<file path="src/rtl/gcd_pkg.sv">
`default_nettype none
// ============================================================================
// Module   : gcd_pkg
// Purpose  : Shared definitions for the GCD Euclid sequencer: FSM state
//            encoding, default operand width and error-cause codes.
// Revision : 1.0 - initial release
// ============================================================================
package gcd_pkg;

    // Default operand/result width
    localparam int c_default_width = 16;

    // FSM state encoding
    localparam logic [2:0] c_st_idle  = 3'd0;
    localparam logic [2:0] c_st_check = 3'd1;
    localparam logic [2:0] c_st_start = 3'd2;
    localparam logic [2:0] c_st_wait  = 3'd3;
    localparam logic [2:0] c_st_done  = 3'd4;

    typedef enum logic [2:0] {
        S_IDLE  = c_st_idle,
        S_CHECK = c_st_check,
        S_START = c_st_start,
        S_WAIT  = c_st_wait,
        S_DONE  = c_st_done
    } state_t;

    // Error causes; err_o is asserted for any cause other than c_err_none
    localparam logic [2:0] c_err_none  = 3'd0;  // valid GCD
    localparam logic [2:0] c_err_zero  = 3'd1;  // gcd(0,0) is undefined
    localparam logic [2:0] c_err_iter  = 3'd2;  // round budget exhausted
    localparam logic [2:0] c_err_proto = 3'd3;  // modulo unit returned rem >= divisor
`ifdef GCD_MOD_TIMEOUT_EN
    localparam logic [2:0] c_err_tmo   = 3'd4;  // modulo unit never answered
`endif

endpackage : gcd_pkg
`default_nettype wire

</file>
<file path="src/rtl/gcd_operand_regs.sv">
`default_nettype none
// ============================================================================
// Module   : gcd_operand_regs
// Purpose  : Operand register file for the Euclid sequencer. Holds the
//            current dividend (a), divisor (b) and round counter (iter).
// Ports    : clk, rst_i (async, active-low)
//            i_clear  - zero a, b and iter (highest priority)
//            i_load   - a <= i_load_a, b <= i_load_b, iter <= 0
//            i_rotate - a <= b, b <= i_rem, iter <= iter + 1 (saturating)
//            o_a, o_b, o_iter - register contents
// Revision : 1.0 - initial release
// ============================================================================
module gcd_operand_regs #(
    parameter int WIDTH    = 16,
    parameter int MAX_ITER = 32,
    parameter int ITER_W   = 6
) (
    input  logic              clk,
    input  logic              rst_i,
    input  logic              i_clear,
    input  logic              i_load,
    input  logic              i_rotate,
    input  logic [WIDTH-1:0]  i_load_a,
    input  logic [WIDTH-1:0]  i_load_b,
    input  logic [WIDTH-1:0]  i_rem,
    output logic [WIDTH-1:0]  o_a,
    output logic [WIDTH-1:0]  o_b,
    output logic [ITER_W-1:0] o_iter
);

    localparam logic [ITER_W-1:0] c_iter_max = ITER_W'(MAX_ITER);

    logic [WIDTH-1:0]  r_a;
    logic [WIDTH-1:0]  r_b;
    logic [ITER_W-1:0] r_iter;

    always_ff @(posedge clk or negedge rst_i) begin
        if (!rst_i) begin
            r_a    <= '0;
            r_b    <= '0;
            r_iter <= '0;
        end else if (i_clear) begin
            r_a    <= '0;
            r_b    <= '0;
            r_iter <= '0;
        end else if (i_load) begin
            r_a    <= i_load_a;
            r_b    <= i_load_b;
            r_iter <= '0;
        end else if (i_rotate) begin
            r_a <= r_b;
            r_b <= i_rem;
            // Saturate rather than wrap so the round-limit check cannot be skipped
            if (r_iter != c_iter_max) begin
                r_iter <= r_iter + 1'b1;
            end
        end
    end

    assign o_a    = r_a;
    assign o_b    = r_b;
    assign o_iter = r_iter;

endmodule : gcd_operand_regs
`default_nettype wire

</file>
<file path="src/rtl/gcd_euclid_sequencer.sv">
`default_nettype none
// ============================================================================
// Module   : gcd_euclid_sequencer
// Purpose  : Drives an external modulo unit round by round (a mod b), rotating
//            the operands after each remainder until it is zero, then presents
//            the GCD on a valid/ready output.
// Config   : GCD_MOD_TIMEOUT_EN - when defined, a watchdog aborts a WAIT that
//            lasts TIMEOUT_CYC cycles with gcd=0, err=1.
// Ports    : clk, rst_i (async, active-low)
//            in_valid_i/in_ready_o, zahl1_i, zahl2_i  - operand pair input
//            mod_start_o, mod_dividend_o, mod_divisor_o - modulo request
//            mod_valid_i, mod_rem_i                    - modulo response
//            out_valid_o/out_ready_i, gcd_o, err_o, iter_o - result output
// Revision : 1.0 - initial release
// ============================================================================
module gcd_euclid_sequencer
    import gcd_pkg::*;
#(
    parameter int  WIDTH       = c_default_width,
    parameter int  MAX_ITER    = 32,
    parameter int  TIMEOUT_CYC = 255,
    localparam int c_iter_w    = $clog2(MAX_ITER + 1)
) (
    input  logic                clk,
    input  logic                rst_i,
    input  logic                in_valid_i,
    output logic                in_ready_o,
    input  logic [WIDTH-1:0]    zahl1_i,
    input  logic [WIDTH-1:0]    zahl2_i,
    output logic                mod_start_o,
    output logic [WIDTH-1:0]    mod_dividend_o,
    output logic [WIDTH-1:0]    mod_divisor_o,
    input  logic                mod_valid_i,
    input  logic [WIDTH-1:0]    mod_rem_i,
    output logic                out_valid_o,
    input  logic                out_ready_i,
    output logic [WIDTH-1:0]    gcd_o,
    output logic                err_o,
    output logic [c_iter_w-1:0] iter_o
);

    localparam logic [c_iter_w-1:0] c_iter_max = c_iter_w'(MAX_ITER);

    state_t              r_state;
    state_t              w_state_nxt;

    logic [WIDTH-1:0]    w_a;
    logic [WIDTH-1:0]    w_b;
    logic [c_iter_w-1:0] w_iter;

    logic                w_load;
    logic                w_rotate;
    logic                w_clear;
    logic                w_set_res;
    logic [WIDTH-1:0]    w_gcd_nxt;
    logic [2:0]          w_cause_nxt;
    logic                w_wdog_expire;

    logic [WIDTH-1:0]    r_gcd;
    logic [2:0]          r_cause;

    gcd_operand_regs #(
        .WIDTH    (WIDTH),
        .MAX_ITER (MAX_ITER),
        .ITER_W   (c_iter_w)
    ) u_operand_regs (
        .clk      (clk),
        .rst_i    (rst_i),
        .i_clear  (w_clear),
        .i_load   (w_load),
        .i_rotate (w_rotate),
        .i_load_a (zahl1_i),
        .i_load_b (zahl2_i),
        .i_rem    (mod_rem_i),
        .o_a      (w_a),
        .o_b      (w_b),
        .o_iter   (w_iter)
    );

`ifdef GCD_MOD_TIMEOUT_EN
    // Watchdog: zeroed while issuing the start pulse, counts each WAIT cycle.
    // Expiry is flagged in the WAIT cycle that completes TIMEOUT_CYC cycles.
    localparam int c_wdog_raw = $clog2(TIMEOUT_CYC + 1);
    localparam int c_wdog_w   = (c_wdog_raw > 8) ? c_wdog_raw : 8;
    localparam logic [c_wdog_w-1:0] c_wdog_last = c_wdog_w'(TIMEOUT_CYC - 1);

    logic [c_wdog_w-1:0] r_wdog;

    always_ff @(posedge clk or negedge rst_i) begin
        if (!rst_i) begin
            r_wdog <= '0;
        end else if (r_state == S_START) begin
            r_wdog <= '0;
        end else if (r_state == S_WAIT) begin
            r_wdog <= r_wdog + 1'b1;
        end
    end

    assign w_wdog_expire = (r_state == S_WAIT) && (r_wdog == c_wdog_last);
`else
    // No watchdog in this build; the parameter is kept so both builds share
    // one instantiation interface.
    localparam int c_timeout_unused = TIMEOUT_CYC;
    assign w_wdog_expire = 1'b0;
`endif

    // State register
    always_ff @(posedge clk or negedge rst_i) begin
        if (!rst_i) begin
            r_state <= S_IDLE;
        end else begin
            r_state <= w_state_nxt;
        end
    end

    // Next-state and datapath control
    always_comb begin
        w_state_nxt = r_state;
        w_load      = 1'b0;
        w_rotate    = 1'b0;
        w_clear     = 1'b0;
        w_set_res   = 1'b0;
        w_gcd_nxt   = '0;
        w_cause_nxt = c_err_none;

        case (r_state)
            S_IDLE: begin
                if (in_valid_i) begin
                    w_load      = 1'b1;
                    w_state_nxt = S_CHECK;
                end
            end

            S_CHECK: begin
                if (w_b == '0) begin
                    w_set_res   = 1'b1;
                    w_gcd_nxt   = w_a;
                    w_cause_nxt = (w_a == '0) ? c_err_zero : c_err_none;
                    w_state_nxt = S_DONE;
                end else if (w_iter == c_iter_max) begin
                    w_set_res   = 1'b1;
                    w_cause_nxt = c_err_iter;
                    w_state_nxt = S_DONE;
                end else begin
                    w_state_nxt = S_START;
                end
            end

            S_START: begin
                w_state_nxt = S_WAIT;
            end

            S_WAIT: begin
                // A response in the expiry cycle still wins over the watchdog
                if (mod_valid_i) begin
                    if (mod_rem_i >= w_b) begin
                        w_set_res   = 1'b1;
                        w_cause_nxt = c_err_proto;
                        w_state_nxt = S_DONE;
                    end else begin
                        w_rotate    = 1'b1;
                        w_state_nxt = S_CHECK;
                    end
                end else if (w_wdog_expire) begin
                    w_set_res   = 1'b1;
`ifdef GCD_MOD_TIMEOUT_EN
                    w_cause_nxt = c_err_tmo;
`else
                    w_cause_nxt = c_err_proto;
`endif
                    w_state_nxt = S_DONE;
                end
            end

            S_DONE: begin
                if (out_ready_i) begin
                    // Scrub the operand file once the result has been taken
                    w_clear     = 1'b1;
                    w_state_nxt = S_IDLE;
                end
            end

            default: begin
                w_state_nxt = S_IDLE;
            end
        endcase
    end

    // Result registers, written once per operand pair on the way into DONE
    always_ff @(posedge clk or negedge rst_i) begin
        if (!rst_i) begin
            r_gcd   <= '0;
            r_cause <= c_err_none;
        end else if (w_set_res) begin
            r_gcd   <= w_gcd_nxt;
            r_cause <= w_cause_nxt;
        end
    end

    // Moore outputs
    assign in_ready_o     = (r_state == S_IDLE);
    assign mod_start_o    = (r_state == S_START);
    assign mod_dividend_o = ((r_state == S_START) || (r_state == S_WAIT)) ? w_a : '0;
    assign mod_divisor_o  = ((r_state == S_START) || (r_state == S_WAIT)) ? w_b : '0;
    assign out_valid_o    = (r_state == S_DONE);
    assign gcd_o          = r_gcd;
    assign err_o          = (r_cause != c_err_none);
    assign iter_o         = w_iter;

endmodule : gcd_euclid_sequencer
`default_nettype wire
</file>
<file path="config.mk">
export PLATFORM = sky130hd
export DESIGN_NAME = gcd_euclid_sequencer
export DESIGN_NICKNAME = d
export VERILOG_FILES = /design/src/rtl/gcd_pkg.sv /design/src/rtl/gcd_operand_regs.sv /design/src/rtl/gcd_euclid_sequencer.sv
export SDC_FILE = /design/constraint.sdc
export NUM_CORES = 1
export LEC_CHECK = 0
export ABC_AREA = 1
export CAP_MARGIN = 20
export CORE_AREA = 5 5 90 154
export CTS_CLUSTER_DIAMETER = 50
export DETAILED_ROUTE_END_ITERATION = 8
export DIE_AREA = 0 0 95 159
export GPL_TIMING_DRIVEN = 0
export PLACE_DENSITY = 0.63
export RECOVER_POWER = 50
export SYNTH_ARGS = -nofsm -noshare
export SYNTH_HDL_FRONTEND = slang
export SYNTH_SLANG_ARGS = --single-unit
export TNS_END_PERCENT = 100
</file>
<file path="constraint.sdc">
create_clock -name clk -period 3.2 [get_ports clk]
set_input_delay 0.64 -clock clk [delete_from_list [all_inputs] [get_ports clk]]
set_output_delay 0.64 -clock clk [all_outputs]
set_load 0.03 [all_outputs]
</file>
==> results summary <==
The count of nets left with antenna violations once routing finished came out at 0. The count of buffers from port buffering came out at 109. The number of max-slew violations in the final report is 0.

In this run the critical register-to-register path is launched from u_operand_regs.o_b[5]. The number of placement rows came out at 54. The leakage power of the design is 2.35 nW. The total area inside the core boundary comes to 12,400 um2. The arrival time of data at the critical path endpoint is 2.33 ns. The area of the die came out at 15,100 um2.

Measured against its own limit, the worst slew margin works out to 15.8%. Summed over all layers, the global routing overflow is 0. The first global-routing pass estimated 18,900 um of wire. The final core area utilization is 41.0%. The maximum resistive drop on vdd came out at 0.520 mV. The transition at the pin with the smallest max-transition slack is 1.26 ns.

The clock slew seen by the registers of the worst setup and hold paths is 0.05 ns. The synthesized area came out at 3520 um2. The type of origin of the critical path is a flop. The clock period minus final worst setup slack came out at 2.97 ns. In the layout the commonest cells are sky130_fd_sc_hd__nand2_1 (85), sky130_fd_sc_hd__clkdlybuf4s50_1 (84), sky130_fd_sc_hd__dfrtp_1 (59), sky130_fd_sc_hd__inv_1 (52), sky130_fd_sc_hd__nand3_1 (49). The number of global-route vias before repair came out at 3,724. The total wirelength of the detailed-routed design came out at 11,800 um. The count of endpoints failing hold in the final timing report came to 0.

The net switching power came out at 2.38 mW. The die boundary height came out at 159 um. TritonCTS built the clock tree. The number of hold-repair buffers added at the cts stage is 0. The tree built by TritonCTS fans out to 59 sinks. Walking the worst path, the cells encountered are nor3_4, clkbuf_1, clkdlybuf4s50_1.

The maximum buffer depth of the clock tree came out at 2. The average cell area after synthesis came out at 7.90 um2. Across all setup checks in the final design, the least slack found is 0.225 ns. For this design, the slowest cell found on the critical path is sky130_fd_sc_hd__clkdlybuf4s50_1.

Across the run, the number of max-cap violations was 0. Setup repair after global routing left no endpoint under its margin. Combinational logic burns 57.6% of the power. The maximum fanout encountered on the critical timing path is 10.

In this run the worst setup path begins at r_state[1]. The number of antenna violations at the first check in global routing was 0. The chip width came out at 95 um.

The sequential-to-total area share from yosys stat is 42.0%. Yosys mapped the design onto 36 distinct sky130hd cell types. The hold path startpoint is gcd_o[6]. The H-tree was split into 3 levels.

After legalization and detailed placement, the total HPWL measured 9650 um. The number of resized instances in the post-cts repair step is 0. The cell-internal power is 2.71 mW.

The critical path is of the reg -> out type. The share of total power dissipated in sequential elements is 24.3%. The via count came out at 3,539. Entering global routing, the biggest net connects 39 pins. The worst setup timing slack at the placement stage came out at 0.372 ns. The total setup buffers inserted after CTS is 0.

The final count of negative-setup-slack endpoints is 0. Compared with the post-synthesis result, the final layout area differs by 44.9%. When the netlist entered floorplanning its net count stood at 516.

After detailed routing, the number of remaining DRC violations is 0. The cell area after layout came out at 5090 um2. The yosys synthesis warning count came out at 0. Leaving out fill and tap cells, the most frequent cell in the layout is sky130_fd_sc_hd__nand2_1. The cell count after synthesis came out at 445. STA classifies the critical path endpoint as an output pin. The placed instances occupy a cell area of 4830 um2.

The overall routing resource usage is 16.3%. The endpoint required time on the critical path is 2.56 ns. The fraction of final layout cells sized beyond drive strength 1 is 6.84%. The via density per instance came out at 4.80. The later pin in the worst-skew pair is clocked with a latency of 0.33 ns. The number of iterations in the first detailed-routing pass came out at 4.

The clock network power share came out at 18.2%. For the final database, setup skew stands at 0.00668 ns. During I/O placement, the number of pins put on the boundary was 111. The initial detailed-routing violation count came out at 189.

The wire length per cell after detailed routing came out at 16.0 um. After the last flow step, the layout net total stands at 637. The net switching share of the total power came out at 46.8%. The achievable frequency is 0.336 GHz. Clock tree synthesis selected as its root buffer the cell sky130_fd_sc_hd__clkbuf_16.

The antenna diode count came out at 0. The path class of the tightest hold or removal check is reg -> reg. The flow ran to the end, and the final reports show no timing, DRC or antenna violations. The global placement routability congestion is 0.895. The delay of the slowest critical-path stage is 0.76 ns.

After synthesis the netlist holds a flip-flop and latch count of 59. The count of filler cells inserted in the layout is 1,318. The total CTS buffers is 9.

The effective utilization at floorplan came out at 28.3%. The fraction of the cycle the final worst path needs is 93.0%. Power spread over the standard cell area amounts to 1000 nW/um2.
final timing paths:
| kind | to | slack [ns] | depth (start not counted) |
|---|---|---|---|
| worst max-delay path | in_ready_o | 0.23 | 3 |
| worst min-delay path | gcd_o[6] | 0.50 | 2 |
| worst max register to register | r_cause[0] | 0.89 | 10 |
| worst min register to register | gcd_o[6] | 0.50 | 2 |
| max in group asynchronous | r_state[2] | 1.09 | 2 |
| min in group asynchronous | u_operand_regs.o_b[2] | 0.56 | 1 |
critical path: cells and delay by family (launching register included):
family / cells / cell delay (ns)
AND/OR/NAND/NOR: 1 / 0.41
buffers and inverters: 2 / 1.12
flip-flops: 1 / 0.47
synthesized netlist by cell type:
| library cell | n | area, um2 |
|---|---|---|
| sky130_fd_sc_hd__a21oi_1 | 6 | 30.0 |
| sky130_fd_sc_hd__a21oi_2 | 1 | 8.76 |
| sky130_fd_sc_hd__a31oi_1 | 1 | 6.26 |
| sky130_fd_sc_hd__a32o_1 | 15 | 150 |
| sky130_fd_sc_hd__buf_1 | 2 | 7.51 |
| sky130_fd_sc_hd__buf_2 | 5 | 25.0 |
| sky130_fd_sc_hd__buf_4 | 2 | 15.0 |
| sky130_fd_sc_hd__buf_6 | 4 | 45.0 |
| sky130_fd_sc_hd__buf_8 | 1 | 15.0 |
| sky130_fd_sc_hd__clkbuf_1 | 8 | 30.0 |
| sky130_fd_sc_hd__dfrtp_1 | 59 | 1480 |
| sky130_fd_sc_hd__ha_1 | 18 | 225 |
| sky130_fd_sc_hd__inv_1 | 52 | 195 |
| sky130_fd_sc_hd__inv_2 | 3 | 11.3 |
| sky130_fd_sc_hd__inv_4 | 1 | 6.26 |
| sky130_fd_sc_hd__nand2_1 | 85 | 319 |
| sky130_fd_sc_hd__nand2_2 | 1 | 6.26 |
| sky130_fd_sc_hd__nand2_4 | 1 | 11.3 |
| sky130_fd_sc_hd__nand3_1 | 48 | 240 |
| sky130_fd_sc_hd__nand3_2 | 1 | 10.0 |
| sky130_fd_sc_hd__nand3b_1 | 1 | 7.51 |
| sky130_fd_sc_hd__nand4_1 | 6 | 37.5 |
| sky130_fd_sc_hd__nand4_2 | 1 | 12.5 |
| sky130_fd_sc_hd__nor2_1 | 43 | 161 |
| sky130_fd_sc_hd__nor2_4 | 1 | 11.3 |
| sky130_fd_sc_hd__nor3_1 | 3 | 15.0 |
| sky130_fd_sc_hd__nor3_4 | 1 | 16.3 |
| sky130_fd_sc_hd__nor3b_4 | 1 | 18.8 |
| sky130_fd_sc_hd__nor4_1 | 5 | 31.3 |
| sky130_fd_sc_hd__o211ai_1 | 1 | 7.51 |
| sky130_fd_sc_hd__o21a_1 | 1 | 7.51 |
| sky130_fd_sc_hd__o21ai_0 | 29 | 145 |
| sky130_fd_sc_hd__o21ai_1 | 32 | 160 |
| sky130_fd_sc_hd__o221ai_1 | 1 | 8.76 |
| sky130_fd_sc_hd__or2_1 | 1 | 6.26 |
| sky130_fd_sc_hd__xor2_1 | 4 | 35.0 |
cells by family (layout without fill, tap and decap cells):
| group | count (synthesis) | count (layout) | share of synthesized area (%) |
|---|---|---|---|
| AND/OR/NAND/NOR | 199 | 199 | 25.7 |
| buffers and inverters | 78 | 203 | 9.96 |
| XOR/XNOR | 4 | 4 | 0.996 |
| flip-flops | 59 | 59 | 42.0 |
| adder cells (fa/ha/maj) | 18 | 18 | 6.41 |
| AO/OA/AOI/OAI | 87 | 87 | 14.9 |
final cells by class:
cell class	count	area, um2	share of cell area, %
Clock inverter	6	57.6	1.13
Tap cell	168	210	4.13
Multi-Input combinational cell	308	1680	33.1
Clock buffer	9	225	4.42
Timing Repair Buffer	110	1090	21.4
Buffer	22	138	2.70
Inverter	56	213	4.18
Sequential cell	59	1480	29.0
routing by layer:
| metal | vias to the layer above | share of wire (%) | track usage [%] |
|---|---|---|---|
| li1 | 1744 | - | - |
| met4 | 0 | 3.3 | 8.80 |
| met1 | 1654 | 37 | 17.4 |
| met3 | 23 | 5.1 | 3.50 |
| met2 | 118 | 54 | 29.0 |
| met5 | - | 0 | 0 |
state kept, by name, summed over array words and instances, names as in the netlist:
name / flops
u_operand_regs.o_b: 16
r_state: 3
gcd_o: 16
u_operand_regs.o_iter: 6
r_cause: 2
u_operand_regs.o_a: 16
power groups by stage:
stage	Combinational, mW	Sequential, mW	Clock, mW
2_1_floorplan	1.68	1.42	0
3_3_place_gp	2.94	1.24	0
3_5_place_dp	2.98	1.26	0
4_1_cts	3.00	1.24	0.944
5_1_grt	3.20	1.28	0.970
6_report	2.93	1.24	0.925
through the flow:
step,setup TNS (ns),total power [mW],hold slack [ns],std cells
after global routing,0,5.45,0.518,738
after detailed placement,0,4.24,0.493,723
after CTS,0,5.19,0.308,738
final,0,5.09,0.495,738
after floorplan,0,3.10,0.344,445
after global placement,-22.86,4.18,0.492,722
Note: power is estimated with default switching activity, not from simulation.
